===== src/rtl/pwm_bank.sv =====
// pwm_bank: CHANNELS PWM outputs sharing one prescaler and period counter, with shadowed TOP/COMPARE.
// Build option PWM_CENTER_ALIGN_EN adds centre-aligned (up/down) counting selected by CONFIG[1].
module pwm_bank #(
    parameter int ID          = 1,
    parameter int CHANNELS    = 4,
    parameter int WIDTH       = 16,
    parameter int CLOCK_WIDTH = 32
) (
    input  logic                clk,
    input  logic                rst,
    input  logic                peripheralEnable,
    input  logic                peripheralBus_we,
    input  logic                peripheralBus_oe,
    output logic                peripheralBus_busy,
    input  logic [15:0]         peripheralBus_address,
    input  logic [3:0]          peripheralBus_byteSelect,
    input  logic [31:0]         peripheralBus_dataWrite,
    output logic [31:0]         peripheralBus_dataRead,
    output logic                requestOutput,
    output logic [CHANNELS-1:0] pwm_en,
    output logic [CHANNELS-1:0] pwm_out,
    output logic                pwm_irq
);

    localparam logic [7:0] OFF_CONFIG   = 8'h00;
    localparam logic [7:0] OFF_PRESCALE = 8'h04;
    localparam logic [7:0] OFF_TOP      = 8'h08;
    localparam logic [7:0] OFF_STATUS   = 8'h0C;
    localparam logic [7:0] OFF_COUNTER  = 8'h10;

    localparam logic [31:0] CH_MASK = (32'd1 << CHANNELS) - 32'd1;
`ifdef PWM_CENTER_ALIGN_EN
    localparam logic [31:0] MODE_MASK = 32'h0000_0007;
`else
    localparam logic [31:0] MODE_MASK = 32'h0000_0005;
`endif
    localparam logic [31:0] CFG_MASK = MODE_MASK | (CH_MASK << 8) | (CH_MASK << 16);

    function automatic logic [31:0] merge_bytes(input logic [31:0] old_val,
                                                input logic [31:0] new_val,
                                                input logic [3:0]  be);
        logic [31:0] res;
        for (int b = 0; b < 4; b++) begin
            res[8*b +: 8] = be[b] ? new_val[8*b +: 8] : old_val[8*b +: 8];
        end
        return res;
    endfunction

    logic [31:0]                    cfg_q, cfg_d;
    logic [CLOCK_WIDTH-1:0]         prescale_q, prescale_d;
    logic [CLOCK_WIDTH-1:0]         presc_cnt_q, presc_cnt_d;
    logic [WIDTH-1:0]               top_stg_q, top_stg_d;
    logic [WIDTH-1:0]               top_act_q, top_act_d;
    logic [WIDTH-1:0]               counter_q, counter_d;
    logic [CHANNELS-1:0][WIDTH-1:0] cmp_stg_q, cmp_stg_d;
    logic [CHANNELS-1:0][WIDTH-1:0] cmp_act_q, cmp_act_d;
    logic                           wrap_q, wrap_d;
    logic [CHANNELS-1:0]            pwm_out_q, pwm_out_d;
`ifdef PWM_CENTER_ALIGN_EN
    logic                           dir_down_q, dir_down_d;
    logic                           centre;
`endif

    logic                enable;
    logic                irq_en;
    logic [CHANNELS-1:0] chen;
    logic [CHANNELS-1:0] pol;

    assign enable = cfg_q[0];
    assign irq_en = cfg_q[2];
    assign chen   = cfg_q[8 +: CHANNELS];
    assign pol    = cfg_q[16 +: CHANNELS];
`ifdef PWM_CENTER_ALIGN_EN
    assign centre = cfg_q[1];
`endif

    // Bus decode
    logic [7:0]          offset;
    logic                id_match;
    logic                sel_cfg, sel_presc, sel_top, sel_status, sel_counter;
    logic [CHANNELS-1:0] sel_cmp;
    logic                map_hit, hit, wr, w1c;

    always_comb begin
        offset      = peripheralBus_address[7:0];
        id_match    = (peripheralBus_address[15:8] == 8'(ID));
        sel_cfg     = (offset == OFF_CONFIG);
        sel_presc   = (offset == OFF_PRESCALE);
        sel_top     = (offset == OFF_TOP);
        sel_status  = (offset == OFF_STATUS);
        sel_counter = (offset == OFF_COUNTER);
        sel_cmp     = '0;
        for (int i = 0; i < CHANNELS; i++) begin
            sel_cmp[i] = (offset == 8'(32 + 4 * i));
        end
        map_hit = sel_cfg | sel_presc | sel_top | sel_status | sel_counter | (|sel_cmp);
        hit     = peripheralEnable & id_match & map_hit;
        wr      = hit & peripheralBus_we;
        w1c     = wr & sel_status & peripheralBus_byteSelect[0] & peripheralBus_dataWrite[0];
    end

    // Read path is purely combinational; held quiet while reset is asserted.
    logic [31:0] rdata;

    always_comb begin
        rdata = '0;
        if (sel_cfg)     rdata = cfg_q;
        if (sel_presc)   rdata = 32'(prescale_q);
        if (sel_top)     rdata = 32'(top_stg_q);
        if (sel_status)  rdata = {31'd0, wrap_q};
        if (sel_counter) rdata = 32'(counter_q);
        for (int i = 0; i < CHANNELS; i++) begin
            if (sel_cmp[i]) rdata = 32'(cmp_stg_q[i]);
        end
    end

    assign requestOutput          = hit & peripheralBus_oe & rst;
    assign peripheralBus_dataRead = requestOutput ? rdata : '1;
    assign peripheralBus_busy     = 1'b0;

    always_comb begin
        cfg_d      = cfg_q;
        prescale_d = prescale_q;
        top_stg_d  = top_stg_q;
        cmp_stg_d  = cmp_stg_q;
        if (wr && sel_cfg) begin
            cfg_d = merge_bytes(cfg_q, peripheralBus_dataWrite, peripheralBus_byteSelect) & CFG_MASK;
        end
        if (wr && sel_presc) begin
            prescale_d = CLOCK_WIDTH'(merge_bytes(32'(prescale_q), peripheralBus_dataWrite,
                                                  peripheralBus_byteSelect));
        end
        if (wr && sel_top) begin
            top_stg_d = WIDTH'(merge_bytes(32'(top_stg_q), peripheralBus_dataWrite,
                                           peripheralBus_byteSelect));
        end
        for (int i = 0; i < CHANNELS; i++) begin
            if (wr && sel_cmp[i]) begin
                cmp_stg_d[i] = WIDTH'(merge_bytes(32'(cmp_stg_q[i]), peripheralBus_dataWrite,
                                                  peripheralBus_byteSelect));
            end
        end
    end

    // Prescaler and period counter
    logic tick;
    logic boundary;

    always_comb begin
        presc_cnt_d = presc_cnt_q;
        counter_d   = counter_q;
        tick        = 1'b0;
        boundary    = 1'b0;
`ifdef PWM_CENTER_ALIGN_EN
        dir_down_d  = dir_down_q;
`endif
        if (!enable) begin
            presc_cnt_d = '0;
            counter_d   = '0;
`ifdef PWM_CENTER_ALIGN_EN
            dir_down_d  = 1'b0;
`endif
        end else begin
            // Equality compare: a PRESCALE lowered below the running count wraps through 2^CLOCK_WIDTH.
            if (presc_cnt_q == prescale_q) begin
                tick        = 1'b1;
                presc_cnt_d = '0;
            end else begin
                presc_cnt_d = presc_cnt_q + CLOCK_WIDTH'(1);
            end
            if (tick) begin
                if (top_act_q == '0) begin
                    counter_d = '0;
                    boundary  = 1'b1;
                end
`ifdef PWM_CENTER_ALIGN_EN
                else if (centre) begin
                    if (dir_down_q || (counter_q == top_act_q)) begin
                        counter_d  = counter_q - WIDTH'(1);
                        dir_down_d = 1'b1;
                    end else begin
                        counter_d = counter_q + WIDTH'(1);
                    end
                    if (dir_down_d && (counter_d == '0)) begin
                        boundary   = 1'b1;
                        dir_down_d = 1'b0;
                    end
                end
`endif
                else if (counter_q == top_act_q) begin
                    counter_d = '0;
                    boundary  = 1'b1;
                end else begin
                    counter_d = counter_q + WIDTH'(1);
                end
            end
`ifdef PWM_CENTER_ALIGN_EN
            if (!centre || (top_act_q == '0)) begin
                dir_down_d = 1'b0;
            end
`endif
        end
    end

    // Active copies follow staging while disabled, so enabling starts from the staged values.
    always_comb begin
        top_act_d = top_act_q;
        cmp_act_d = cmp_act_q;
        if (!enable || boundary) begin
            top_act_d = top_stg_q;
            cmp_act_d = cmp_stg_q;
        end
        wrap_d = wrap_q;
        if (w1c) begin
            wrap_d = 1'b0;
        end
        if (boundary) begin
            wrap_d = 1'b1;
        end
        pwm_out_d = pwm_out_q;
        for (int i = 0; i < CHANNELS; i++) begin
            pwm_out_d[i] = pwm_en[i] ? ((counter_q < cmp_act_q[i]) ^ pol[i]) : pol[i];
        end
    end

    always_ff @(posedge clk or negedge rst) begin
        if (!rst) begin
            cfg_q       <= '0;
            prescale_q  <= '0;
            presc_cnt_q <= '0;
            top_stg_q   <= '0;
            top_act_q   <= '0;
            counter_q   <= '0;
            cmp_stg_q   <= '0;
            cmp_act_q   <= '0;
            wrap_q      <= 1'b0;
            pwm_out_q   <= '0;
`ifdef PWM_CENTER_ALIGN_EN
            dir_down_q  <= 1'b0;
`endif
        end else begin
            cfg_q       <= cfg_d;
            prescale_q  <= prescale_d;
            presc_cnt_q <= presc_cnt_d;
            top_stg_q   <= top_stg_d;
            top_act_q   <= top_act_d;
            counter_q   <= counter_d;
            cmp_stg_q   <= cmp_stg_d;
            cmp_act_q   <= cmp_act_d;
            wrap_q      <= wrap_d;
            pwm_out_q   <= pwm_out_d;
`ifdef PWM_CENTER_ALIGN_EN
            dir_down_q  <= dir_down_d;
`endif
        end
    end

    assign pwm_en  = chen & {CHANNELS{enable}};
    assign pwm_out = pwm_out_q;
    assign pwm_irq = wrap_q & irq_en;

endmodule


===== config.mk =====
export PLATFORM = sky130hd
export DESIGN_NAME = pwm_bank
export DESIGN_NICKNAME = d
export VERILOG_FILES = /design/src/rtl/pwm_bank.sv
export SDC_FILE = /design/constraint.sdc
export NUM_CORES = 1
export LEC_CHECK = 0
export CORE_MARGIN = 4
export CORE_UTILIZATION = 35
export CTS_BUF_LIST = sky130_fd_sc_hd__clkbuf_8 sky130_fd_sc_hd__clkbuf_16
export CTS_CLUSTER_DIAMETER = 120
export DETAILED_ROUTE_END_ITERATION = 16
export SYNTH_ARGS = -nofsm -noshare
export SYNTH_HDL_FRONTEND = slang
export SYNTH_SLANG_ARGS = --single-unit

===== constraint.sdc =====
create_clock -name clk -period 2.32 [get_ports clk]
set_input_delay 0.464 -clock clk [delete_from_list [all_inputs] [get_ports clk]]
set_output_delay 0.464 -clock clk [all_outputs]
set_load 0.01 [all_outputs]

==> results.cfg <==
[outcome]
outcome = complete, but fails checks
violations = negative setup slack

[pwr]
static-leakage-power_uw = 0.009324
peakVddDrop_mv = 0.4307
comb_power_share_pct = 4.8
total_switching_power_uw = 2161
cell_internal_pwr_uw = 7283
power.share.switching_pct = 22.88
power_frac_clock_pct = 48.1
seq_power_share_pct = 47.1
pd_cells_nw_per_um2 = 483.9

[floorplanning]
dieArea_sq_um = 42860
design.portCount = 100
fp.coreArea_sq_um = 38920
core.rowCount = 72
initial_utilization_pct = 35.63
dieHeight_um = 207.0
die_width_um = 207.0

[detailed_routing]
routed_wire_length_per_instance_um = 21.80
routed-via-count = 11330
drt_first_iter_violations = 922
viasPerCell = 5.389
drt.antenna.violating_nets = 0
routed_wl_mm = 45.84
drt_first_pass_iters = 5
detailed_route_drc_error_count = 0

[global_route]
grt_pass1_vias = 11680
global_route.overflow_total = 0
grt_antenna_before_repair = 0
grt_pass1_wl_mm = 68.17
grt.total_usage_pct = 19.93
pin_count_of_the_biggest_net_entering_global_routing = 147

[yosys]
synth_ff_type = dfrtp_1
ys_ff_latch = 255
largest_cells_by_area_after_synthesis = dfrtp_1, mux2_2, ha_1
cell_taking_the_most_area_after_synthesis = dfrtp_1
ys_types = 61
synthesis.instances = 1270
top_area_cell_type_share_of_the_netlist_area_pct = 46.02
syn_area_sq_um = 13860
number_of_warnings_reported_in_the_yosys_synthesis_log = 0
synth.yosys.seq_area_share_pct = 46.02
post_syn_area_per_cell_sq_um = 10.92
synth_commonest_cells = dfrtp_1, mux2_2, nor2_1
synth.most_common_cell = dfrtp_1
synth-async-reset-ratio_pct = 100.0
syn-num-nets = 1389
synth_enable_flop_cells = 0

[place]
gp_routability_congestion = 0.9074
portBuffers = 98
place.detailed.hpwl_mm = 32.32
area_after_detailed_placement_sq_um = 16770

[clocking]
cts_tree = yes
clockBufferDepth = 3
ctsHoldBuffers = 0
cts_root_buffer = clkbuf_16
cts.reportedPaths.clkPinSlew_ns = 0.06
clkSinkCount = 255
clock_latency_ns = 0.56
cts-buffers-inserted = 28
htreeDepth = 1

[final_layout]
nNetsFinal = 1683
drive_gt1_share_pct = 41.96
postLayoutCellArea_sq_um = 19520
synthToLayoutAreaGrowth_pct = 40.76
antenna_cells = 0

[min_path]
hp-class = in -> async

[sta]
finalHoldViolCount = 0
final.period_utilization_pct = 105.4
worstMarginPinSlew_ns = 0.9535
final.hold.worst_slack_ns = 0.07173
fin_worst_skew_ns = 0.01554
layout_min_cycle_time_ns = 2.446
finalSetupViolCount = 21
fin_ws_ns = -0.1255
rsz0062_at_grt = true
maxSlewHeadroom_pct = 36.43
fmax_ghz = 0.4089
drv_slew = 0

[setup_path]
cp.required_ns = 1.86
worstSetupPathType = in -> out
critical_path.endpoint_type = primary output
worst_ep_arrival_time_ns = 1.98
worstPathCellList = buf_6, or2_4, nor3b_4, nor2_4, buf_12, a22o_1, a21oi_2, o21ai_2, buf_2
timing.critical_path.slowest_stage_cell = nor3b_4
startpoint_type = primary input
timing.critical_path.fanout_max = 6
max_stage_delay_ns = 0.32

[job]
max-cap-violations = 0
==> sequential cells by signal, indices dropped and copies added, names as in the netlist <==
register     count
cfg_q           10
cmp_act_q       64
cmp_stg_q       64
counter_q       16
presc_cnt_q     32
prescale_q      32
pwm_out          4
top_act_q       16
top_stg_q       16
wrap_q           1
==> worst paths after layout <==
| kind | from | to | slack, ns | cells after the start |
|---|---|---|---|---|
| max | peripheralBus_address[1] | peripheralBus_dataRead[7] | -0.13 | 9 |
| min | rst | presc_cnt_q[14] | 0.07 | 2 |
| max reg2reg | counter_q[4] | top_act_q[12] | 0.01 | 9 |
| min reg2reg | cmp_act_q[42] | cmp_act_q[42] | 0.51 | 1 |
| max in group asynchronous | rst | pwm_out[2] | 0.89 | 3 |
| min in group clk | peripheralBus_address[3] | wrap_q | 0.48 | 5 |
==> worst max-delay path, delay by kind of cell <==
kind | cells | cell delay (ns)
compound gates | 3 | 0.42
simple gates | 3 | 0.72
buf+inv | 3 | 0.38
==> routing by layer <==
layer,share of wire (%),vias up,track usage [%]
met2,47,365,32.98
met1,43,5713,26.06
met5,0,-,0
li1,-,5154,-
met3,5.1,102,3.207
met4,4.5,0,8.413
==> cells in the final DEF (no fill, tap or decap), drive strengths merged, types with 19 or more instances in the layout <==
cell	n
a21oi	65
nand3	29
nor4	21
nor3	19
xor2	52
nor2	99
inv	76
dfrtp	255
xnor2	27
ha	62
buf	253
clkdlybuf4s50	42
o21ai	32
mux2i	21
clkbuf	43
nand2	74
nand4	26
mux2	202
==> per-stage QoR <==
stage | instances | TNS (ns) | setup slack, ns | util [%] | total power (uW)
floorplan | 1270 | 0 | 0.002790 | - | 4608
global placement | 2000 | -108.01 | -1.087 | 43.09 | 4909
global route | 2103 | -5.678 | -0.1634 | 50.15 | 9728
detailed placement | 2000 | -110.87 | -1.072 | 43.09 | 4910
finish | 2103 | -1.549 | -0.1255 | 50.15 | 9443
CTS | 2085 | -1.330 | -0.1343 | 47.76 | 9505
==> power groups by stage <==
stage,Combinational [uW],Clock (uW),Sequential (uW)
after detailed placement,381,0,4530
after CTS,441,4620,4450
after global placement,380,0,4530
after floorplan,77.6,0,4530
after global routing,484,4800,4440
final,454,4540,4450
==> kinds of logic after synthesis <==
kind of cell             count (synthesis)  share of synthesized area (%)
AND/OR/NAND/NOR                        323                          12.04
flip-flops                             255                          46.02
multiplexers                           224                          18.08
AO/OA/AOI/OAI                          201                          9.512
buffers and inverters                  125                          3.727
XOR/XNOR                                79                          4.991
adder cells (fa/ha/maj)                 62                          5.595
other                                    1                        0.02705
==> what timing repair did <==
| action | 4_1_cts | 5_1_grt |
|---|---|---|
| pin swaps | 58 | 53 |
| cloned | 3 | 11 |
| resized for setup | 357 | 162 |
| endpoints found under the setup margin | 225 | 240 |
| buffers inserted | 37 | 9 |
==> layout make-up <==
type                       count  area [sq um]
sequential                   255          6387
multi-input combinational    890          8059
tap                          518         648.1
clock inverter                17         146.4
fill                        3418         19400
timing repair buffer         316          3198
inverter                      73         282.8
clock buffer                  34         794.5
(Power assumes the default switching activity.)
==> RTL edit, RTL diff (config.mk and constraints unchanged) <==
Add a define of `PWM_CENTER_ALIGN_EN`.
--- a/src/rtl/pwm_bank.sv
+++ b/src/rtl/pwm_bank.sv
@@ -1,5 +1,7 @@
 // pwm_bank: CHANNELS PWM outputs sharing one prescaler and period counter, with shadowed TOP/COMPARE.
 // Build option PWM_CENTER_ALIGN_EN adds centre-aligned (up/down) counting selected by CONFIG[1].
+`define PWM_CENTER_ALIGN_EN
+
 module pwm_bank #(
     parameter int ID          = 1,
     parameter int CHANNELS    = 4,
Formal check against the unedited RTL: not equivalent (Yosys sat finds a counterexample within 4 cycles, from zero or initial values and one cycle with rst low).
==> RTL edit against the original RTL <==
- the flow still finishes with violations (negative setup slack)
- sequential cell count is 2 higher
- worst setup slack worse by 0.82 ns
- wire length is 43% higher
- clock skew hardly changed
- synthesized area is 14% higher
- critical path depth is 5 higher
- combinational power is 20% lower
- utilization is 1.7 points higher
- die area is 14% higher
- sequential share of layout area is 4.8 points lower
- total power is 4.1% higher
- cell area is 18% higher
- critical endpoint is now cmp_act_q[34]$_DFFE_PN0P_
- largest cell class unchanged
==> RTL edit: results (changes against the original RTL) <==
The run finished, with violations left. The final reports fail on negative setup slack. The post-cts sizing count is 427 (+20%). The fraction of layout instances using a drive strength above 1 came out at 33.8% (-8.1 points). The detailed router's first-iteration violation count came out at 2016 (+120%). The post-layout net count came out at 2362 (+40%).

The worst IR drop on VDD is 588 uV (+36%). The worst setup slack after placement is -1.33 ns (-0.257 ns). The layout overhead on the synthesized area came out at 45.8%. Ranked by instance count, the synthesized netlist is headed by 257 x sky130_fd_sc_hd__dfrtp_1, 202 x sky130_fd_sc_hd__o21ai_0, 195 x sky130_fd_sc_hd__nand2_1.

The final setup skew was 0.0153 ns (-0.000283 ns). In the final layout, the registers with the most flip-flops are cmp_act_q x64, cmp_stg_q x64. The number of iterations in the first detailed-routing pass came out at 8 (+3). The count of different cell masters after synthesis is 67 (+9.8%). Routed signal wires occupy layers up through met5. The maximum number of buffers from clock root to sink is 3 (unchanged). The total negative setup slack came to -79.05 ns (-77.50 ns). Ranked by total cell area, the synthesized netlist is headed by sky130_fd_sc_hd__dfrtp_1 41%, sky130_fd_sc_hd__o21ai_0 6.4%, sky130_fd_sc_hd__ha_1 5.0%, sky130_fd_sc_hd__nand2_1 4.6%, sky130_fd_sc_hd__a22oi_1 4.3%. The first-pass GRT wire length is 96700 um (+42%). The cell area after placement came out at 19800 um2 (+18%).

The mean number of vias per cell is 5.73 (+6.4%). The depth of the most critical reg-to-reg path came out at 14 (+5). The arrival time at the worst endpoint was 3.71 ns (+1.73 ns). The detail-routed net length per standard cell came out at 22.9 um (+5.3%).

The maximum number of pins on one net before global-route repair came out at 154 (+4.8%). The number of setup violations in the final report is 133 (+530%). The remaining max-slew budget at the tightest pin came out at 40.8% (+4.4 points).

The number of antenna violations at the first check in global routing is 2 (+2). The post-CTS setup-driven buffer insertion count came out at 62 (+68%). The routed metal-1 wire length is 26800 um (+37%).

The half-perimeter wire length after placement was 44700 um (+38%). The total placed cells including tap cells is 2703 (+35%). The biggest fanout along the worst timing path came out at 8 (+2). The total length of routed met2 wires is 29400 um (+35%). The total routing usage reported by global routing came to 25.8% (+5.8 points). The number of buffers added by the clock tree synthesis step came to 30 (+7.1%). The number of fillers in the final layout is 4037 (+18%). The number of nets produced by synthesis is 1948 (+40%). The via count is 16400 (+45%). The worst setup slack after layout came out at -0.941 ns (-0.815 ns). The total met3 wirelength after detailed routing came out at 6150 um (+160%). The portion of the post-synthesis area used by sequential elements came out at 40.6% (-5.4 points). The insertion delay of the later-clocked pin in the worst-skew pair came out at 0.58 ns (+0.02 ns).
RTL edit: cell type report:
cell class | count | share of cell area, %
Clock buffer | 36 | 3.66
Timing Repair Buffer | 510 | 21.4
Inverter | 151 | 2.49
Clock inverter | 20 | 0.813
Tap cell | 592 | 3.21
Sequential cell | 257 | 27.9
Multi-Input combinational cell | 1292 | 40.6
RTL edit: routing by layer:
layer,track usage (%),up-vias
li1,-,7378
met1,35.3,7995
met2,40.5,820
met3,4.82,184
met4,10.1,6
met5,0,-
RTL edit: power breakdown:
part	switching (W)	total, W	internal [W]
clock network	0.00206	0.00498	0.00292
registers	0.0000000263	0.00448	0.00448
logic	0.000226	0.000365	0.000139
total	0.00229	0.00983	0.00754
RTL edit: path summary, 6_finish.rpt:
path / from / end / slack, ns
max in group asynchronous: rst / counter_q[3]$_DFFE_PN0N_ / 0.91
hold / removal: rst / presc_cnt_q[29]$_DFF_PN0_ / 0.02
setup / recovery: counter_q[0]$_DFFE_PN0N_ / cmp_act_q[34]$_DFFE_PN0P_ / -0.94
min in group clk: peripheralBus_dataWrite[29] / prescale_q[29]$_DFFE_PN0P_ / 0.51
hold reg to reg: cmp_act_q[19]$_DFFE_PN0P_ / cmp_act_q[19]$_DFFE_PN0P_ / 0.52
setup reg to reg: counter_q[0]$_DFFE_PN0N_ / cmp_act_q[34]$_DFFE_PN0P_ / -0.94
RTL edit: worst max-delay path, stage by stage (launching register included):
cell and delay (ns):
sky130_fd_sc_hd__dfrtp_2 0.43, sky130_fd_sc_hd__buf_6 0.13, sky130_fd_sc_hd__inv_4 0.04, sky130_fd_sc_hd__ha_4 0.15, sky130_fd_sc_hd__nor4b_4 0.15, sky130_fd_sc_hd__buf_4 0.15, sky130_fd_sc_hd__or3_1 0.37, sky130_fd_sc_hd__nor4_2 0.30
sky130_fd_sc_hd__a31oi_1 0.14, sky130_fd_sc_hd__or4_4 0.61, sky130_fd_sc_hd__buf_12 0.18, sky130_fd_sc_hd__buf_12 0.13, sky130_fd_sc_hd__buf_16 0.13, sky130_fd_sc_hd__o21ai_1 0.13, sky130_fd_sc_hd__o211ai_1 0.10
RTL edit: cells by family (layout without fill, tap and decap cells):
family / Yosys count / in the layout / share of synthesized area, %
AND/OR/NAND/NOR: 544 / 545 / 16.5
AO/OA/AOI/OAI: 535 / 535 / 21.9
buffers and inverters: 280 / 717 / 6.90
flip-flops: 257 / 257 / 40.6
XOR/XNOR: 90 / 90 / 4.98
adder cells (fa/ha/maj): 63 / 63 / 4.98
multiplexers: 58 / 58 / 4.08
other: 1 / 1 / 0.0237
